<file path="src/rtl/fft_frame_collector.sv">
// Ping-pong frame collector feeding FFT stage 0: SAMPLES words per frame, two banks.
// Optional macro FFT_FRAME_BITREV_EN stores samples at bit-reversed addresses (DIT input order).
module fft_frame_collector #(
    parameter int SAMPLES = 4,
    parameter int WIDTH   = 32
) (
    input  logic             clk,
    input  logic             reset,
    input  logic [WIDTH-1:0] sample_in,
    input  logic             sample_valid,
    input  logic             sample_sync,
    output logic             sample_ready,
    output logic [WIDTH-1:0] frame_out [SAMPLES-1:0],
    output logic             frame_valid,
    input  logic             frame_ready,
    output logic [15:0]      frame_count
);

    localparam int IDX_W = $clog2(SAMPLES);

    typedef enum logic [1:0] {
        BANK_EMPTY,
        BANK_FILLING,
        BANK_FULL
    } bank_state_t;

    logic [WIDTH-1:0] bank_q  [2][SAMPLES];
    logic [WIDTH-1:0] bank_d  [2][SAMPLES];
    bank_state_t      state_q [2];
    bank_state_t      state_d [2];
    logic             wr_bank_q, wr_bank_d;
    logic             rd_bank_q, rd_bank_d;
    logic [IDX_W-1:0] wr_idx_q, wr_idx_d;
    logic [15:0]      frame_count_q, frame_count_d;

    logic             accept;
    logic             handoff;
    logic             last_sample;
    logic [IDX_W-1:0] wr_slot;
    logic [IDX_W-1:0] wr_addr;

    function automatic logic [IDX_W-1:0] addr_map(input logic [IDX_W-1:0] idx);
        logic [IDX_W-1:0] r;
`ifdef FFT_FRAME_BITREV_EN
        for (int b = 0; b < IDX_W; b++) begin
            r[b] = idx[IDX_W-1-b];
        end
`else
        r = idx;
`endif
        return r;
    endfunction

    // A bank is only written while not full and only handed off while full,
    // so the write and the handoff below never touch the same bank.
    assign sample_ready = (state_q[wr_bank_q] != BANK_FULL);
    assign frame_valid  = (state_q[rd_bank_q] == BANK_FULL);
    assign frame_count  = frame_count_q;
    assign accept       = sample_valid && sample_ready;
    assign handoff      = frame_valid && frame_ready;
    assign wr_slot      = sample_sync ? '0 : wr_idx_q;
    assign wr_addr      = addr_map(wr_slot);
    assign last_sample  = !sample_sync && (wr_idx_q == IDX_W'(SAMPLES - 1));

    always_comb begin
        for (int i = 0; i < SAMPLES; i++) begin
            frame_out[i] = bank_q[rd_bank_q][i];
        end
    end

    // NOTE: combinational next-state uses blocking '=' with every output defaulted
    // first, so no latch is inferred; the flops below take these with '<='.
    always_comb begin
        bank_d        = bank_q;
        state_d       = state_q;
        wr_bank_d     = wr_bank_q;
        rd_bank_d     = rd_bank_q;
        wr_idx_d      = wr_idx_q;
        frame_count_d = frame_count_q;

        if (handoff) begin
            state_d[rd_bank_q] = BANK_EMPTY;
            rd_bank_d          = ~rd_bank_q;
            frame_count_d      = frame_count_q + 16'd1;
        end

        if (accept) begin
            bank_d[wr_bank_q][wr_addr] = sample_in;
            if (last_sample) begin
                state_d[wr_bank_q] = BANK_FULL;
                wr_bank_d          = ~wr_bank_q;
                wr_idx_d           = '0;
            end else begin
                state_d[wr_bank_q] = BANK_FILLING;
                wr_idx_d           = wr_slot + 1'b1;
            end
        end
    end

    // NOTE: the bank storage is reset on purpose so frame_out reads all zeros
    // after reset; this keeps it in flops rather than a RAM macro.
    always_ff @(posedge clk or posedge reset) begin
        if (reset) begin
            for (int b = 0; b < 2; b++) begin
                state_q[b] <= BANK_EMPTY;
                for (int i = 0; i < SAMPLES; i++) begin
                    bank_q[b][i] <= '0;
                end
            end
            wr_bank_q     <= 1'b0;
            rd_bank_q     <= 1'b0;
            wr_idx_q      <= '0;
            frame_count_q <= '0;
        end else begin
            bank_q        <= bank_d;
            state_q       <= state_d;
            wr_bank_q     <= wr_bank_d;
            rd_bank_q     <= rd_bank_d;
            wr_idx_q      <= wr_idx_d;
            frame_count_q <= frame_count_d;
        end
    end

endmodule

</file>
<file path="config.mk">
export PLATFORM = sky130hd
export DESIGN_NAME = fft_frame_collector
export DESIGN_NICKNAME = d
export VERILOG_FILES = /design/src/rtl/fft_frame_collector.sv
export SDC_FILE = /design/constraint.sdc
export NUM_CORES = 1
export LEC_CHECK = 0
export ABC_AREA = 1
export CAP_MARGIN = 5
export CORE_MARGIN = 5
export CORE_UTILIZATION = 35
export CTS_CLUSTER_DIAMETER = 60
export CTS_CLUSTER_SIZE = 8
export DETAILED_ROUTE_END_ITERATION = 10
export PLACE_DENSITY_LB_ADDON = 0.2
export REMOVE_ABC_BUFFERS = 1
export SLEW_MARGIN = 20
export SYNTH_ARGS = -nofsm -noshare
export SYNTH_HDL_FRONTEND = slang
export SYNTH_SLANG_ARGS = --single-unit
</file>
<file path="constraint.sdc">
create_clock -name clk -period 16.7 [get_ports clk]
set_clock_uncertainty 0.15 [all_clocks]
set_input_delay 3.34 -clock clk [delete_from_list [all_inputs] [get_ports clk]]
set_output_delay 3.34 -clock clk [all_outputs]
set_load 0.005 [all_outputs]
</file>
==> summary.md, run 1 <==
| Metric | Value |
|---|---|
| Clock Pin Slew Worst Setup and Hold Paths | `about 0.060 ns` |
| Crit path capture type | `output port` |
| Net Sw Frac | `0.350` |
| Fin cells | `between 2,000 and 2,500` |
| Crit Path Class | `reg2out` |
| Vias per inst | `~4.8` |
| Die footprint | `just over 40,000 µm²` |
| Clk sinks | `280` |
| Min-delay worst type | `reg2reg` |
| Largest stage delay, worst path | `~0.85 ns` |
| Max H-tree Level | `2` |
| CTS root buffer | `clkbuf_16` |
| Synth Area in Compound Gates | `0.161` |
| Post-route clock period utilization | `0.401` |
| Slew Viols, Final | `0` |
| Initial DRC Count | `slightly below 800` |
| Routability congestion estimate | `roughly 0.76` |
| Total grt overflow | `0` |
| Distinct cells, synth | `31` |
| Min cycle time layout | `~6.7 ns` |
| Worst Path Buf+Inv | `2` |
| RSZ-0062 raised after global routing | `no` |
| Post-Synth Simple-Gate Area | `0.187` |
| Vias post-DR | `10,300` |
| First-pass GRT wire length | `59.0 mm` |
| Switch Pwr | `between 0.001 and 0.0015 W` |
| Ys async rst share | `1.00` |
| P&R area growth vs syn | `23.2%` |
| Flops & latches, synth | `280` |
| Number of max-cap violations | `0` |
| Total Routing Usage GR | `0.178` |
| Hold-fix buffers, CTS | `0` |
| Initial core utilization | `0.352` |
| Largest net degree at the start of global routing | `approximately 140` |
| Status | `finished, final reports clean` |
| Required time of the critical path | `~13 ns` |
| Total power | `between 0.003 and 0.004 W` |
| Layout cells sized above 1 | `0.0492` |
| CTS Buf Count | `41` |
| Drt first pass iters | `5` |
| Dpl cells | `about 2,100` |
| Fill cell count | `3,543` |
| IR Drop Worst-Case VDD | `0.0000914 V` |
| Post-Synth XOR/XNOR Area | `0.00753` |
| Fmax | `roughly 150 MHz` |
| Syn Inst Count | `between 1,500 and 2,000` |
| Residual DRC count | `0` |
| Post-DP HPWL | `around 22 mm` |
| IO Pins | `between 150 and 200` |
| Final ANT Viol Nets | `0` |
| Clock Power Share | `0.239` |
| Worst path slowest cell | `buf_4` |
| DR WL/cell | `roughly 17 µm` |
| Final setup vio count | `0` |
| CTS resizes | `0` |
| EDFF count, synth | `0` |
| Worst-path fanout max | `around 110` |
| Startpoint types | `flop` |
| Post-Syn Area | `~13,000 µm²` |
| Slew @ Worst Pin | `between 1 and 1.5 ns` |
| CTS tree | `done` |
| Sequential share of power | `0.361` |
| Clk_lat worst skew | `between 0.5 and 0.6 ns` |
| Final WL | `36.4 mm` |
| Worst-case clock buffer depth | `3` |
| Leakage | `around 7.3 nW` |
| Post-synthesis adder-cell area fraction | `0.00489` |
| Power Internal | `0.00200 W` |
| Synth warn | `0` |
| Synth Flop Type | `dfrtp_1` |
| N_diodes | `0` |
| CP top delay family | `buffers and inverters` |
| Number of global-route vias before repair | `roughly 10,000` |
| Die Wd | `201 µm` |
| Combinational family with the most area after synthesis | `simple AND/OR/NAND/NOR gates` |
| # nets final | `between 1,500 and 2,000` |
| Port bufs | `182` |
| Post-CTS Setup Inserts | `0` |
| Headroom to the max-slew limit | `0.262` |
| Synthesized area per cell | `8.15 µm²` |
| Core ar. | `approximately 36,000 µm²` |
| Setup_tns | `0 ns` |
| Critical path cell sequence | `buf_4 > o21ai_0 > clkdlybuf4s50_1` |
| Fin util | `0.433` |
| Comb pwr share | `0.400` |
| Initial antenna violation count | `0` |
| Final Hold Viols | `0` |
| PwrDens | `between 150 and 200 nW/µm²` |
| Num rows | `70` |
| Die height | `~200 µm` |
| Crit path DAT | `between 3 and 4 ns` |
| Fraction of synthesized area in multiplexers | `0` |
| Post-synthesis sequential area ratio | `0.548` |
-- registers in the layout, indices dropped and copies added, names as in the netlist --
signal and cells:
wr_idx_q 2, bank_q 256, state_q 4, wr_bank_q 1, rd_bank_q 1, frame_count 16
-- power groups by stage --
stage               clock (W)  combinational, W  sequential (W)
finish               0.000734           0.00123         0.00111
global route         0.000780           0.00139         0.00114
CTS                  0.000757           0.00126         0.00111
detailed placement          0           0.00125         0.00112
global placement            0           0.00124         0.00111
floorplan                   0          0.000531         0.00112
-- layout make-up --
class                      instances  area, µm²  area share
clock buffer                      47       1090      0.0693
sequential                       280       7010       0.445
clock inverter                     2       16.3     0.00103
inverter                         145        552      0.0350
tap                              468        586      0.0372
multi-input combinational       1022       4600       0.292
timing repair buffer             191       1890       0.120
-- worst min-delay path, cell delays in order (launching register included) --
cell and delay (ns):
dfrtp_1 0.33, o21ai_1 0.06, nand2_1 0.05
-- through the flow --
stage	instance area (µm²)	hold slack, ns	setup WS [ns]
floorplan	12200	0.301	5.49
global placement	14600	0.312	10.33
detailed placement	14600	0.318	10.32
CTS	15700	0.330	9.95
global route	15700	0.339	9.74
finish	15700	0.327	10.01
-- path summary, 6_finish.rpt --
path                            start             to  slack, ns  cells after the start
max                         rd_bank_q  frame_out[66]      10.01                      3
min                        bank_q[42]     bank_q[42]       0.33                      2
max reg2reg                 wr_bank_q    bank_q[101]      13.57                      7
min reg2reg                bank_q[42]     bank_q[42]       0.33                      2
max in group asynchronous       reset      rd_bank_q      11.42                      3
min in group asynchronous       reset     bank_q[87]       3.20                      2
-- per-layer routing --
metal  share of wire  GRT usage  routed length [µm]  vias up
met3           0.044     0.0316                1610       40
met1            0.49      0.265               17800     4970
li1                -          -                   -     5122
met4           0.014     0.0347                 500        0
met2            0.45      0.277               16500      212
met5               0          0                   0        -
-- cells in the final DEF, fill, tap and decap left out, drive strengths merged --
cell type,Yosys,layout
nand2,566,566
o21ai,394,394
dfrtp,280,280
clkdlybuf4s50,0,182
inv,145,146
clkbuf,48,47
nor2,27,27
buf,74,9
xor2,7,7
a21oi,6,6
ha,5,5
nand3,5,5
xnor2,4,4
nand3b,3,3
o211ai,2,2
or2,1,1
nand4,1,1
nor3,1,1
clkinvlp,0,1
-- Yosys cell counts, types with 3 or more instances --
cell,instances,share of area
buf_4,13,0.0076
nand2_1,563,0.17
o21ai_0,284,0.11
nor2_4,8,0.0070
nor2_1,17,0.0050
dfrtp_1,280,0.55
buf_2,46,0.018
inv_2,5,0.0015
inv_1,140,0.041
o21ai_1,107,0.042
a21oi_1,3,0.0012
buf_6,9,0.0079
xor2_1,7,0.0048
xnor2_1,4,0.0027
clkbuf_1,48,0.014
nand3_1,4,0.0016
ha_1,5,0.0049
o21ai_2,3,0.0021
buf_1,6,0.0018
-- logic make-up (layout without fill, tap and decap cells) --
logic type / Yosys count / after routing
buffers and inverters: 267 / 385
AND/OR/NAND/NOR: 604 / 604
XOR/XNOR: 11 / 11
AO/OA/AOI/OAI: 402 / 402
flip-flops: 280 / 280
adder cells (fa/ha/maj): 5 / 5
Note: power is estimated with default switching activity, not from simulation.
==> inputs of run 2 (changes only) <==
clock period = 5.8 ns   (was 16.7 ns; I/O delays follow)
==> run 2 against run 1 <==
Setup slack got worse by 8.6 ns. Via count increased by 0.48%. Critical path depth increased by 1. Critical endpoint is now frame_out[21].
==> summary.md, run 2 (synthesized netlist as in run 1, its figures left out) <==
| Metric | Value |
|---|---|
| Status | `finished, final reports clean` |
| IR Drop Worst-Case VDD | `between 0.0002 and 0.00025 V` |
| Initial core utilization | `0.352` |
| Min cycle time layout | `about 4.4 ns` |
| Fmax | `227 MHz` |
| Hold Path Origin | `bank_q[45]` |
| CTS resizes | `0` |
| RSZ-0062 raised after global routing | `no` |
| Required time of the critical path | `~4.5 ns` |
| Met2 capacity usage during global routing | `0.284` |
| Final WL | `between 30 and 40 mm` |
| Slew @ Worst Pin | `around 1.1 ns` |
| Hold path depth | `2` |
| CTS tree | `done` |
| IO Pins | `~180` |
| Fill cell count | `around 3,500` |
| PwrDens | `roughly 560 nW/µm²` |
| Total grt overflow | `0` |
| GRT Max-Usage Layer | `met2` |
| R2R cell count | `7` |
| Final setup vio count | `0` |
| Vias post-DR | `approximately 10,000` |
| Comb pwr share | `0.398` |
| Drt first pass iters | `6` |
| Final ANT Viol Nets | `0` |
| Total power | `a little under 0.009 W` |
| CTS Buf Count | `41` |
| Reg-to-reg startpoint | `wr_idx_q[0]` |
| Post-route clock period utilization | `0.760` |
| Clock Power Share | `0.239` |
| Critical path cell sequence | `buf_12 > nand2_1 > o21ai_0 > clkdlybuf4s50_1` |
| Clk sinks | `between 200 and 300` |
| Pre-CTS setup slack | `approximately 1.7 ns` |
| Die footprint | `40,500 µm²` |
| Die Wd | `a little over 200 µm` |
| Total Routing Usage GR | `0.181` |
| Crit path capture type | `output port` |
| CTS root buffer | `clkbuf_16` |
| Number of global-route vias before repair | `approximately 10,000` |
| Crit path DAT | `a little over 3 ns` |
| Worst-path fanout max | `roughly 120` |
| Worst-case clock buffer depth | `3` |
| P&R area growth vs syn | `23.8%` |
| Commonest non-fill, non-tap cells in the layout | `nand2_1, o21ai_0, dfrtp_1, clkdlybuf4s50_1, inv_1` |
| N_diodes | `0` |
| Crit Path Class | `reg2out` |
| Max H-tree Level | `2` |
| Num rows | `70` |
| Switch Pwr | `about 0.0031 W` |
| Routability congestion estimate | `around 0.75` |
| Clk_lat worst skew | `around 0.50 ns` |
| Largest net degree at the start of global routing | `around 120` |
| Power Internal | `0.00579 W` |
| Net Sw Frac | `0.351` |
| Vias per inst | `4.81` |
| Post-CTS Setup Inserts | `0` |
| Port bufs | `roughly 180` |
| Worst path slowest cell | `dfrtp_4` |
| Sequential share of power | `0.363` |
| Min-delay worst type | `reg2reg` |
| RR Endpoint | `bank_q[216]` |
| Setup_tns | `0 ns` |
| Layout cells sized above 1 | `0.0520` |
| DR WL/cell | `between 15 and 20 µm` |
| First-pass GRT wire length | `just under 60 mm` |
| Post-DP HPWL | `around 22 mm` |
| Leakage | `7.32 nW` |
| Largest register FFs | `about 260` |
| Final WS setup | `1.39 ns` |
| Most common cell after layout, fill and taps aside | `nand2_1` |
| # nets final | `1,727` |
| Die height | `approximately 200 µm` |
| Slew Viols, Final | `0` |
| Final Hold Viols | `0` |
| Residual DRC count | `0` |
| Met1 GRT Util | `0.264` |
| Number of max-cap violations | `0` |
| Initial antenna violation count | `0` |
| Largest stage delay, worst path | `1.05 ns` |
| Startpoint types | `flop` |
| Met3 usage | `0.0313` |
| Hold-fix buffers, CTS | `0` |
| Clock Pin Slew Worst Setup and Hold Paths | `approximately 0.05 ns` |
| R2r setup slk | `about 3.0 ns` |
| Headroom to the max-slew limit | `0.256` |
| Worst Hold End | `bank_q[45]` |
| Core ar. | `36,300 µm²` |
| Most flop-heavy register | `bank_q` |
| Initial DRC Count | `697` |
## run 2: changes by cell type in the layout (fill, tap and decap cells not counted)
cell        delta
clkbuf_8       +1
buf_4          +1
clkinvlp_4     -1
clkinv_2       +1
buf_16         +1
buf_12         +2
## run 2: per-stage QoR
step | std cells | hold WS, ns | area [µm²] | util
floorplan | 1447 | 0.301 | 12200 | -
finish | 2160 | 0.327 | 15800 | 0.436
global route | 2160 | 0.346 | 15800 | 0.436
detailed placement | 2109 | 0.318 | 14700 | 0.404
global placement | 2109 | 0.311 | 14700 | 0.404
CTS | 2159 | 0.329 | 15800 | 0.435
## run 2: routing by layer
metal  vias up  part of all wire
li1       5139                 -
met1      4977              0.48
met2       225              0.45
met3        53             0.042
met4         0             0.021
met5         -                 0
## run 2: power by group through the flow
stage | Sequential (W) | Clock, W | Combinational [W]
2_1_floorplan | 0.00324 | 0 | 0.00153
3_3_place_gp | 0.00325 | 0 | 0.00356
3_5_place_dp | 0.00328 | 0 | 0.00360
4_1_cts | 0.00325 | 0.00220 | 0.00363
5_1_grt | 0.00335 | 0.00228 | 0.00397
6_report | 0.00324 | 0.00214 | 0.00355
## run 2: worst max path at each step
stage / start / endpoint / slack (ns) / cells after the start
floorplan: reset / bank_q[0] / -3.23 / 1
global placement: sample_sync / bank_q[140] / 1.78 / 9
detailed placement: sample_sync / bank_q[154] / 1.70 / 9
CTS: rd_bank_q / frame_out[21] / 1.42 / 4
global route: rd_bank_q / frame_out[83] / 1.21 / 4
finish: rd_bank_q / frame_out[21] / 1.39 / 4
## run 2: worst max-delay path, delay by kind of cell, from the launching register on
kind	cells	cell delay (ns)
AOI/OAI and AO/OA	1	0.26
buffers and inverters	2	1.06
DFF	1	1.05
and+or+nand+nor	1	0.09
## run 2: cell type report
| class | count | area (µm²) | area share |
|---|---|---|---|
| inverters | 145 | 552 | 0.0348 |
| multi-input cells | 1022 | 4600 | 0.291 |
| clock inverters | 2 | 13.8 | 0.000869 |
| well taps | 468 | 586 | 0.0370 |
| repair buffers | 195 | 1960 | 0.124 |
| clock buffers | 48 | 1100 | 0.0698 |
| flip-flops and latches | 280 | 7010 | 0.443 |
==> inputs of run 3 (changes only) <==
clock period = 3.8 ns   (was 5.8 ns; I/O delays follow)
==> run 3 against run 2 <==
Clock power grew 59%. Via count grew 1.9%. Critical path depth is the same. Combinational power grew 57%. Global-route usage grew 0.71 points. Setup slack lost 1.1 ns. Wire length grew 3.0%. Flip-flop and latch count is the same. Register-to-register slack lost 1.6 ns. Non-clock buffer count grew 20. Final area grew 1.8%. Largest cell class unchanged. Largest power group unchanged.
==> summary.md, run 3 (synthesized netlist as in run 1, its figures left out) <==
| Metric | Value |
|---|---|
| Hold Path Origin | `bank_q[67]` |
| Reg-to-reg startpoint | `rd_bank_q` |
| Most common cell after layout, fill and taps aside | `nand2_1` |
| CTS Buf Count | `42` |
| Post-route clock period utilization | `0.934` |
| Most flop-heavy register | `bank_q` |
| Max H-tree Level | `2` |
| Initial core utilization | `0.352` |
| Worst path slowest cell | `dfrtp_4` |
| Slew @ Worst Pin | `1.01 ns` |
| RSZ-0062 raised after global routing | `no` |
| IO Pins | `around 180` |
| PwrDens | `862 nW/µm²` |
| Status | `finished, final reports clean` |
| Worst-case clock buffer depth | `3` |
| Total grt overflow | `0` |
| Vias post-DR | `about 11,000` |
| Port bufs | `approximately 180` |
| Min-delay worst type | `reg2reg` |
| Crit path DAT | `between 2 and 3 ns` |
| Final setup vio count | `0` |
| CTS root buffer | `clkbuf_16` |
| P&R area growth vs syn | `26.1%` |
| Die footprint | `~40,000 µm²` |
| Largest net degree at the start of global routing | `84` |
| Num rows | `70` |
| Initial DRC Count | `735` |
| Leakage | `between 7 and 8 nW` |
| Headroom to the max-slew limit | `0.325` |
| Min cycle time layout | `3.55 ns` |
| Residual DRC count | `0` |
| Hold-fix buffers, CTS | `0` |
| Hold path depth | `2` |
| Crit path capture type | `output port` |
| Fin util | `0.443` |
| CP top delay family | `buffers and inverters` |
| Drt first pass iters | `5` |
| Final WS setup | `between 0.2 and 0.25 ns` |
| Worst-path fanout max | `81` |
| Post-DP HPWL | `~24 mm` |
| Total Routing Usage GR | `0.188` |
| Fill cell count | `3,555` |
| Fmax | `approximately 280 MHz` |
| Number of max-cap violations | `0` |
| Clk sinks | `280` |
| Vias per inst | `between 4 and 5` |
| Slew Viols, Final | `0` |
| R2R cell count | `5` |
| Clock Pin Slew Worst Setup and Hold Paths | `0.05 ns` |
| Die height | `about 200 µm` |
| CTS tree | `done` |
| Routability congestion estimate | `between 0.7 and 0.8` |
| Worst Path Buf+Inv | `2` |
| Commonest non-fill, non-tap cells in the layout | `nand2_1, o21ai_0, dfrtp_1, clkdlybuf4s50_1, inv_1` |
| Final Hold Viols | `0` |
| R2r setup slk | `roughly 1.5 ns` |
| Setup_tns | `0 ns` |
| Die Wd | `201 µm` |
| First-pass GRT wire length | `between 60 and 70 mm` |
| Pre-CTS setup slack | `approximately 0.67 ns` |
| Layout cells sized above 1 | `0.0637` |
| Largest stage delay, worst path | `~0.86 ns` |
| Worst Hold End | `bank_q[67]` |
| Total power | `0.0139 W` |
| # nets final | `1,748` |
| Startpoint types | `flop` |
| Required time of the critical path | `approximately 2.9 ns` |
| Number of global-route vias before repair | `10,400` |
| Core ar. | `between 30,000 and 40,000 µm²` |
| N_diodes | `0` |
| CTS resizes | `0` |
| DR WL/cell | `between 15 and 20 µm` |
| Clk_lat worst skew | `0.52 ns` |
| Final WL | `~38 mm` |
| IR Drop Worst-Case VDD | `0.000377 V` |
| Final ANT Viol Nets | `0` |
| Largest register FFs | `around 260` |
| Initial antenna violation count | `2` |
| RR Endpoint | `frame_count[5]` |
| Critical path cell sequence | `buf_12 > nand2_1 > o21ai_0 > clkdlybuf4s50_1` |
| Crit Path Class | `reg2out` |
| Post-CTS Setup Inserts | `0` |
-- run 3: report_power, final --
group / total, W / internal [W] / switching [W]
clock: 0.00341 / 0.00213 / 0.00128
combinational: 0.00556 / 0.00264 / 0.00292
sequential: 0.00492 / 0.00429 / 0.000629
total: 0.0139 / 0.00906 / 0.00483
-- run 3: layout make-up --
class / count / area (µm²) / area share
Sequential cell: 280 / 7010 / 0.435
Multi-Input combinational cell: 1022 / 4600 / 0.286
Timing Repair Buffer: 215 / 2200 / 0.137
Clock buffer: 46 / 1090 / 0.0675
Tap cell: 468 / 586 / 0.0363
Inverter: 145 / 552 / 0.0342
Clock inverter: 4 / 77.6 / 0.00481
-- run 3: per-layer routing --
layer	routed length [µm]	global-route usage	vias to the layer above
li1	-	-	5176
met2	17500	0.297	278
met1	18000	0.270	5081
met3	2170	0.0393	52
met4	641	0.0413	4
met5	25	0	-
-- run 3: how the worst max path moves through the flow --
| stage | startpoint | end | slack, ns | depth (start not counted) |
|---|---|---|---|---|
| detailed placement | sample_sync | bank_q[96] | 0.67 | 8 |
| CTS | rd_bank_q | frame_out[74] | 0.21 | 4 |
| floorplan | reset | bank_q[0] | -4.83 | 1 |
| global route | rd_bank_q | frame_out[74] | 0.08 | 4 |
| finish | rd_bank_q | frame_out[59] | 0.25 | 4 |
| global placement | sample_valid | bank_q[94] | 0.70 | 5 |
-- run 3: tightest hold or removal path: stages, from the launching register on --
cell and delay (ns):
dfrtp_1 0.33, o21ai_1 0.06, nand2_1 0.05
-- run 3: per-stage QoR --
stage                     cells  hold WS, ns  cell area, µm²
after CTS                  2179        0.330           16100
after global routing       2180        0.344           16100
after detailed placement   2129        0.319           14900
after floorplan            1447        0.301           12200
after global placement     2128        0.312           14900
final                      2180        0.329           16100
